## src/rtl/memory_unit.sv

```systemverilog
// Memory unit: 256-byte program/data RAM with PC and MAR, executing control-unit bus commands.
// Read data is combinational; all register and RAM updates land on the rising clock edge.
package control;
  typedef enum logic [2:0] {
    MEM_NOP      = 3'd0,
    MEM_READ     = 3'd1,
    MEM_WRITE    = 3'd2,
    MEM_PC_INC   = 3'd3,
    MEM_PC_LOAD  = 3'd4,
    MEM_MAR_LOAD = 3'd5,
    MEM_FETCH    = 3'd6,
    MEM_RSVD     = 3'd7
  } memory_op_e;
endpackage

module memory_unit #(
  parameter int DEPTH = 256
) (
  input logic         clock,
  input logic         reset,
  memory_unit_if.slave mem
);
  import control::*;

  logic [7:0] ram [DEPTH];
  logic [7:0] pc_q;
  logic [7:0] mar_q;
  logic       err_q;
  logic [7:0] addr;
  memory_op_e op;
  logic       rd_en;
  logic       wr_en;
  logic       pc_inc;
  logic       pc_load;
  logic       mar_load;
  logic       illegal;

  assign op = memory_op_e'(mem.memory_op);

  always_comb begin
    rd_en    = 1'b0;
    wr_en    = 1'b0;
    pc_inc   = 1'b0;
    pc_load  = 1'b0;
    mar_load = 1'b0;
    illegal  = 1'b0;
    case (op)
      MEM_READ:     rd_en = 1'b1;
      MEM_FETCH: begin
        rd_en  = 1'b1;
        pc_inc = 1'b1;
      end
      // Writing while memory owns the bus would fight the read driver; refuse it.
      MEM_WRITE: begin
        if (mem.bus_selector) illegal = 1'b1;
        else                  wr_en   = 1'b1;
      end
      MEM_PC_INC:   pc_inc   = 1'b1;
      MEM_PC_LOAD:  pc_load  = 1'b1;
      MEM_MAR_LOAD: mar_load = 1'b1;
      MEM_RSVD:     illegal  = 1'b1;
      default:      ;
    endcase
  end

  assign addr = (op == MEM_FETCH || !mem.data_word_selector) ? pc_q : mar_q;

  // Output drive is gated by reset so the bus is released the instant reset asserts.
  assign mem.bus_oe  = rd_en & mem.bus_selector & ~reset;
  assign mem.bus_out = mem.bus_oe ? ram[addr] : 8'h00;

  always_ff @(posedge clock or posedge reset) begin
    if (reset) begin
      pc_q  <= 8'h00;
      mar_q <= 8'h00;
      err_q <= 1'b0;
    end else begin
      if (pc_load)     pc_q  <= mem.bus_in;
      else if (pc_inc) pc_q  <= pc_q + 8'h01;
      if (mar_load)    mar_q <= mem.bus_in;
      if (illegal)     err_q <= 1'b1;
    end
  end

  // Preload is written last so it wins an address collision; it also works during reset.
  always_ff @(posedge clock) begin
    if (wr_en && !reset) ram[addr] <= mem.bus_in;
    if (mem.prog_we)     ram[mem.prog_addr] <= mem.prog_data;
  end

  assign mem.pc       = pc_q;
  assign mem.mar      = mar_q;
  assign mem.op_error = err_q;
endmodule
```

## src/rtl/memory_unit_if.sv

```systemverilog
// Control-unit to memory-unit bus: command decode inputs, the shared bus, and the host preload port.
interface memory_unit_if;
  logic [2:0] memory_op;
  logic       data_word_selector;
  logic       bus_selector;
  logic [7:0] bus_in;
  logic [7:0] bus_out;
  logic       bus_oe;
  logic [7:0] pc;
  logic [7:0] mar;
  logic       op_error;
  logic       prog_we;
  logic [7:0] prog_addr;
  logic [7:0] prog_data;

  modport master (
    output memory_op, data_word_selector, bus_selector, bus_in,
    output prog_we, prog_addr, prog_data,
    input  bus_out, bus_oe, pc, mar, op_error
  );

  modport slave (
    input  memory_op, data_word_selector, bus_selector, bus_in,
    input  prog_we, prog_addr, prog_data,
    output bus_out, bus_oe, pc, mar, op_error
  );
endinterface

```

## src/flat_wrapper.sv

```systemverilog
// flat-port wrapper written by rule: the top's interface ports become plain ports
module memory_unit_flat import control::*;
#(
  parameter int DEPTH = 256
)
  (clock, reset, mem_memory_op, mem_data_word_selector, mem_bus_selector, mem_bus_in, mem_prog_we, mem_prog_addr, mem_prog_data, mem_bus_out, mem_bus_oe, mem_pc, mem_mar, mem_op_error);
  memory_unit_if mem_i ();
  input logic clock;
  input logic reset;
  input wire logic [$bits(mem_i.memory_op)-1:0] mem_memory_op;
  input wire logic [$bits(mem_i.data_word_selector)-1:0] mem_data_word_selector;
  input wire logic [$bits(mem_i.bus_selector)-1:0] mem_bus_selector;
  input wire logic [$bits(mem_i.bus_in)-1:0] mem_bus_in;
  input wire logic [$bits(mem_i.prog_we)-1:0] mem_prog_we;
  input wire logic [$bits(mem_i.prog_addr)-1:0] mem_prog_addr;
  input wire logic [$bits(mem_i.prog_data)-1:0] mem_prog_data;
  output wire logic [$bits(mem_i.bus_out)-1:0] mem_bus_out;
  output wire logic [$bits(mem_i.bus_oe)-1:0] mem_bus_oe;
  output wire logic [$bits(mem_i.pc)-1:0] mem_pc;
  output wire logic [$bits(mem_i.mar)-1:0] mem_mar;
  output wire logic [$bits(mem_i.op_error)-1:0] mem_op_error;
  assign mem_i.memory_op = mem_memory_op;
  assign mem_i.data_word_selector = mem_data_word_selector;
  assign mem_i.bus_selector = mem_bus_selector;
  assign mem_i.bus_in = mem_bus_in;
  assign mem_i.prog_we = mem_prog_we;
  assign mem_i.prog_addr = mem_prog_addr;
  assign mem_i.prog_data = mem_prog_data;
  assign mem_bus_out = mem_i.bus_out;
  assign mem_bus_oe = mem_i.bus_oe;
  assign mem_pc = mem_i.pc;
  assign mem_mar = mem_i.mar;
  assign mem_op_error = mem_i.op_error;
  memory_unit #(.DEPTH(DEPTH)) u_core (.clock(clock), .reset(reset), .mem(mem_i));
endmodule
```

## config.mk

```make
export PLATFORM = sky130hd
export DESIGN_NAME = memory_unit_flat
export DESIGN_NICKNAME = d
export VERILOG_FILES = /design/src/rtl/memory_unit.sv /design/src/rtl/memory_unit_if.sv /design/src/flat_wrapper.sv
export SDC_FILE = /design/constraint.sdc
export NUM_CORES = 2
export LEC_CHECK = 0
export CAP_MARGIN = 20
export CORE_MARGIN = 3
export CORE_UTILIZATION = 27
export DETAILED_ROUTE_END_ITERATION = 8
export GPL_ROUTABILITY_DRIVEN = 0
export SYNTH_ARGS = -nofsm -noshare
export SYNTH_HDL_FRONTEND = slang
export SYNTH_SLANG_ARGS = --single-unit
```

## constraint.sdc

```tcl
create_clock -name clock -period 7.3 [get_ports clock]
set_input_delay 2.19 -clock clock [delete_from_list [all_inputs] [get_ports clock]]
set_output_delay 2.19 -clock clock [all_outputs]
set_load 0.005 [all_outputs]
```

Word level (Yosys, flattened, before mapping)
Memories as Yosys holds them, arrays and structs flattened. Index checks and enable logic that the tools add are counted. W data, S select, Z words.

Bits of input ports: 32. Logic and storage cells: 38. Memories: 1. Memory bits (writable): 2048. Bits in registers: 17.

Memory list: u_core.ram (words 256, bits a word 8, rd ports 1, clocked after memory_dff 0, wr ports 2, RTL line memory_unit.sv:25) `logic [7:0] ram [DEPTH];`.

Reduce and logical (&&, ||, !) cells: 7. Add/subtract/negate cells: 1. Muxes and demuxes: 16. Eq/ne operators: 7. Bitwise operators: 3.

Operator list (count): $mux W8 (4); $eq A3 B3 Y1 const B (4); $mux W1 (11); $add A8 B1 Y8 const B (1); $eq A3 B2 Y1 const B (2); $reduce_or A2 Y1 (2); $eq A3 B1 Y1 const B (1); $and A1 B1 Y1 (2); $logic_not A1 Y1 (2); $pmux W1 S2 (1); $reduce_bool A2 Y1 (1); $logic_and A1 B1 Y1 (1); $logic_or A1 B1 Y1 (1); $not A1 Y1 (1).

Longest topological paths before layout
Depth after elaboration: 6. Mapped depth: 14. Depth with buffers taken out: 8.

Worst setup path before layout
OpenSTA, ideal clock, no wires.

Kind: input -> output. Start: in mem_memory_op[2]. End: out mem_bus_out[5]. Arrival time: 4.530 ns. Cell stages on the path: 12. Path slack: 0.580 ns. Buffers on the path: 4. Data required time: 5.110 ns. Cells stage by stage: buf_4 > and4b_4 > a211o_1 > buf_4 > buf_8 > buf_12 > mux2i_1 > mux2_1 > a22o_1 > o41ai_2 > nand3_1 > nor4_2.

Word-level cells in the longest chain between the ends: 6.

RTL lines: start: declaration (RTL line flat_wrapper.sv:10) `input wire logic [$bits(mem_i.memory_op)-1:0] mem_memory_op;`; branches (longest 5 deep; another with $mem_v2 Z256 W8); $mux W8 (*) (RTL line memory_unit.sv:70) `assign mem.bus_out = mem.bus_oe ? ram[addr] : 8'h00;`; end: declaration (RTL line flat_wrapper.sv:17) `output wire logic [$bits(mem_i.bus_out)-1:0] mem_bus_out;`.

Every way passes the cells marked *.

Worst setup path in the final report
Start: in mem_memory_op[2]. End: out mem_bus_out[4].

Same word-level chain as after synthesis.

==> impl_metrics.py <==
metrics = {
    "outcome": {
        "status": "finished with violations",
        "violations_in_the_final_reports": "setup timing",
    },
    "critical_path": {
        "cp_common_cell": "buf_12",
        "start_kind": "primary input",
        "critPathMaxFanout": 17,
        "crit_path_cell_trace": "buf_12 -> buf_6 -> and4b_4 -> a211o_4 -> buf_12 -> buf_12 -> buf_12 -> mux2i_1 -> mux2_2 -> a22oi_1 -> a41o_1 -> nand4_1 -> nor4_4 -> buf_4 -> buf_6",
        "critical_path_buf_inv_count": 7,
        "timing.critical_path.to_type": "primary output",
        "timing.setup.critical_path_class": "in -> out",
        "worst_path_max_delay_cell": "nor4_4",
        "required_time_of_the_critical_path_ns": 5.11,
        "worst-endpoint-arrival_ns": 6.10,
        "timing.critical_path.slowest_cell_delay_ns": 0.73,
        "cpLargestDelayFamily": "compound AO/OA/AOI/OAI gates",
    },
    "logic_synthesis": {
        "synth_seq_cells": 2065,
        "synthesis.nets": 8767,
        "netlist-cell-type-count": 85,
        "synth-edff-count": 2048,
        "postSynth.topFlopCell": "edfxtp_1",
        "synthesis.area_um2": 111000,
        "postSynthAreaPerCell_um2": 12.7,
        "synthArstFlopShare_pct": 0.823,
        "synth_cells": 8734,
        "synth_sequential_area_ratio_pct": 55.7,
        "ys.warnings.count": 0,
    },
    "clocking": {
        "clock-root-buffer": "clkbuf_16",
        "cts_buf_count": 231,
        "clkSinkCount": 2065,
        "cts_tree": "yes",
        "cts-hold-fix-buffers": 0,
        "clock_insertion_delay_worst_skew_ns": 1.00,
        "clockBufferDepth": 4,
        "clk_pin_slew_worst_paths_ns": 0.06,
        "cts_htree_levels": 4,
    },
    "timing": {
        "finalWorstPathRequiredPeriod_ns": 8.29,
        "post-route-period-util_pct": 114,
        "layout_setup_ws_ns": -0.993,
        "tightestPinTransition_ns": 1.30,
        "maxClockFrequency_ghz": 0.121,
        "timing.max_slew.rel_slack_pct": 13.1,
        "hold_ws_ns": 0.472,
        "worst_clock_skew_ns": 0.0950,
        "timing.final.max_slew_violations": 0,
        "final_hold_vio_count": 0,
        "rsz0062_at_grt": "yes",
        "report.final.setup_viol": 8,
    },
    "power": {
        "power.static_leakage_nw": 47.2,
        "vdd_drop_max_mv": 0.220,
        "power_per_cell_area_nw_per_um2": 260,
    },
    "routing": {
        "drt-wirelength-per-cell_um": 31.4,
        "number_of_vias_per_cell": 5.70,
        "detail_route.iter0.violations": 13000,
        "vias": 86500,
        "totalWireLength_mm": 477,
        "post_route_drc_violation_count": 0,
        "detail_route.first_pass.iterations": 7,
        "detail-route-antenna-nets": 0,
    },
    "layout": {
        "drive_above_1_share_pct": 42.2,
        "finish.instance_area_um2": 137000,
        "num-nets-final": 9528,
        "relative_area_change_from_synthesis_to_final_layout_pct": 23.5,
    },
    "die": {
        "initial_utilization_pct": 27.1,
        "die_w_um": 648,
        "placement_rows": 235,
        "die_height_um": 648,
        "ios": 58,
        "total_core_area_um2": 410000,
        "dieArea_um2": 420000,
    },
    "placement": {
        "dpl-instance-area_um2": 126000,
        "placement.setup.worst_slack_ns": -2.30,
        "hpwlAfterDp_mm": 305,
        "portBuffers": 57,
    },
    "global_route": {
        "grt_max_degree": 142,
        "number_of_antenna_violations_at_the_first_check_in_global_routing": 44,
        "first_pass_grt_wire_length_mm": 660,
        "grt_util_all_layers_pct": 21.9,
        "global_route.overflow_total": 0,
        "first_global_vias": 81800,
    },
    "flow_run": {
        "max_cap_violations": 0,
    },
    "hold_path": {
        "min_path_type": "reg -> reg",
    },
}
==> sequential cells by signal, indices dropped and copies added (netlist names) <==
name / flops
u_core.mem.mar: 8
u_core.mem.pc: 8
u_core.mem.op_error: 1
u_core.ram: 2048
==> power breakdown <==
group | switching (mW) | internal [mW] | total (mW)
Combinational | 6.57 | 4.44 | 11.0
Sequential | 0.0941 | 13.1 | 13.2
Clock | 5.13 | 6.47 | 11.6
==> logic make-up after synthesis <==
group | count (synthesis) | share of synthesized area, %
AOI/OAI and AO/OA | 973 | 6.29
adders and majority gates | 1 | 0.0112
buffers and inverters | 964 | 3.83
DFF | 2065 | 55.7
muxes | 2652 | 26.2
and+or+nand+nor | 2079 | 7.97
==> area by class of cell <==
| class | instances | area (µm²) |
|---|---|---|
| antenna | 44 | 110 |
| clock buffer | 279 | 5960 |
| clock inverter | 138 | 1270 |
| fill | 40500 | 273000 |
| inverter | 38 | 143 |
| multi-input combinational | 5705 | 46800 |
| sequential | 2065 | 61900 |
| tap | 5451 | 6820 |
| timing repair buffer | 1454 | 14300 |
==> synth_stat cells, types with 38 or more instances <==
cell	instances	area, µm²
mux2_2	2094	23600
edfxtp_1	2048	61500
nand2_1	1227	4610
clkbuf_1	616	2310
mux2i_1	554	5550
nand3_1	454	2270
nor2_1	227	852
buf_2	200	1000
o22ai_1	175	1090
o21ai_0	152	761
a211oi_1	97	728
a21oi_1	90	450
a32oi_1	77	674
a31oi_1	68	425
a311oi_1	58	508
nand4_1	50	313
buf_4	45	338
o2111a_1	45	507
o2111ai_1	39	342
buf_1	38	143
inv_1	38	143
==> per-layer routing <==
layer | vias up | share of wire, % | global-route usage, %
li1 | 34800 | - | -
met1 | 43900 | 37 | 27.8
met2 | 6250 | 43 | 32.2
met3 | 1478 | 13 | 6.81
met4 | 22 | 7.2 | 13.8
met5 | - | 0.030 | 0.0114
==> metrics by stage <==
step	power, mW	setup TNS [ns]	instances	util (%)
after CTS	35.2	-3.98	15100	33.3
after global placement	22.6	-15.85	14500	30.7
after global routing	36.4	-4.97	15100	33.5
after detailed placement	22.6	-15.16	14500	30.7
after floorplan	17.7	0	8734	-
final	35.8	-5.26	15200	33.5
==> layout by cell type, fill, tap and decap left out, types with 87 or more instances in the layout <==
master / n
nand2_1: 1196
a211oi_1: 87
clkbuf_16: 234
buf_4: 1104
o21ai_0: 145
edfxtp_1: 2048
o22ai_1: 172
buf_12: 174
nor2_1: 206
nand3_1: 436
mux2_2: 2088
mux2i_1: 529
==> worst reg2reg max path, stage by stage, from the launching register on <==
cell and delay (ns):
dfrtp_1 0.53, and4b_4 0.31, a211o_4 0.31, buf_4 0.16
buf_12 0.16, buf_12 0.20, nor3_1 0.68, nand2_2 0.62
buf_4 0.45, o22ai_1 0.76
==> repair_timing <==
| item | CTS | global route |
|---|---|---|
| pin swaps | 95 | 58 |
| endpoints found under the setup margin | 8 | 8 |
| cloned | 19 | 2 |
| gates resized for setup | 374 | 95 |
| buffers inserted | 130 | 43 |
| hold endpoints to repair | 0 | 0 |
==> worst paths after layout <==
| kind | slack (ns) | startpoint | end | depth (start not counted) |
|---|---|---|---|---|
| min | 0.47 | u_core.mem.op_error$_DFFE_PP0P_ | u_core.mem.op_error$_DFFE_PP0P_ | 1 |
| max reg2reg | 2.69 | u_core.mem.pc[1]$_DFFE_PP0P_ | u_core.ram[217][4]$_DFFE_PP_ | 9 |
| min reg2reg | 0.47 | u_core.mem.op_error$_DFFE_PP0P_ | u_core.mem.op_error$_DFFE_PP0P_ | 1 |
| min in group asynchronous | 1.70 | reset | u_core.mem.pc[3]$_DFFE_PP0P_ | 2 |
| max in group asynchronous | 5.15 | reset | u_core.mem.mar[6]$_DFFE_PP0N_ | 2 |
| max | -0.99 | mem_memory_op[2] | mem_bus_out[4] | 15 |
Power figures use the tool's default switching activity.
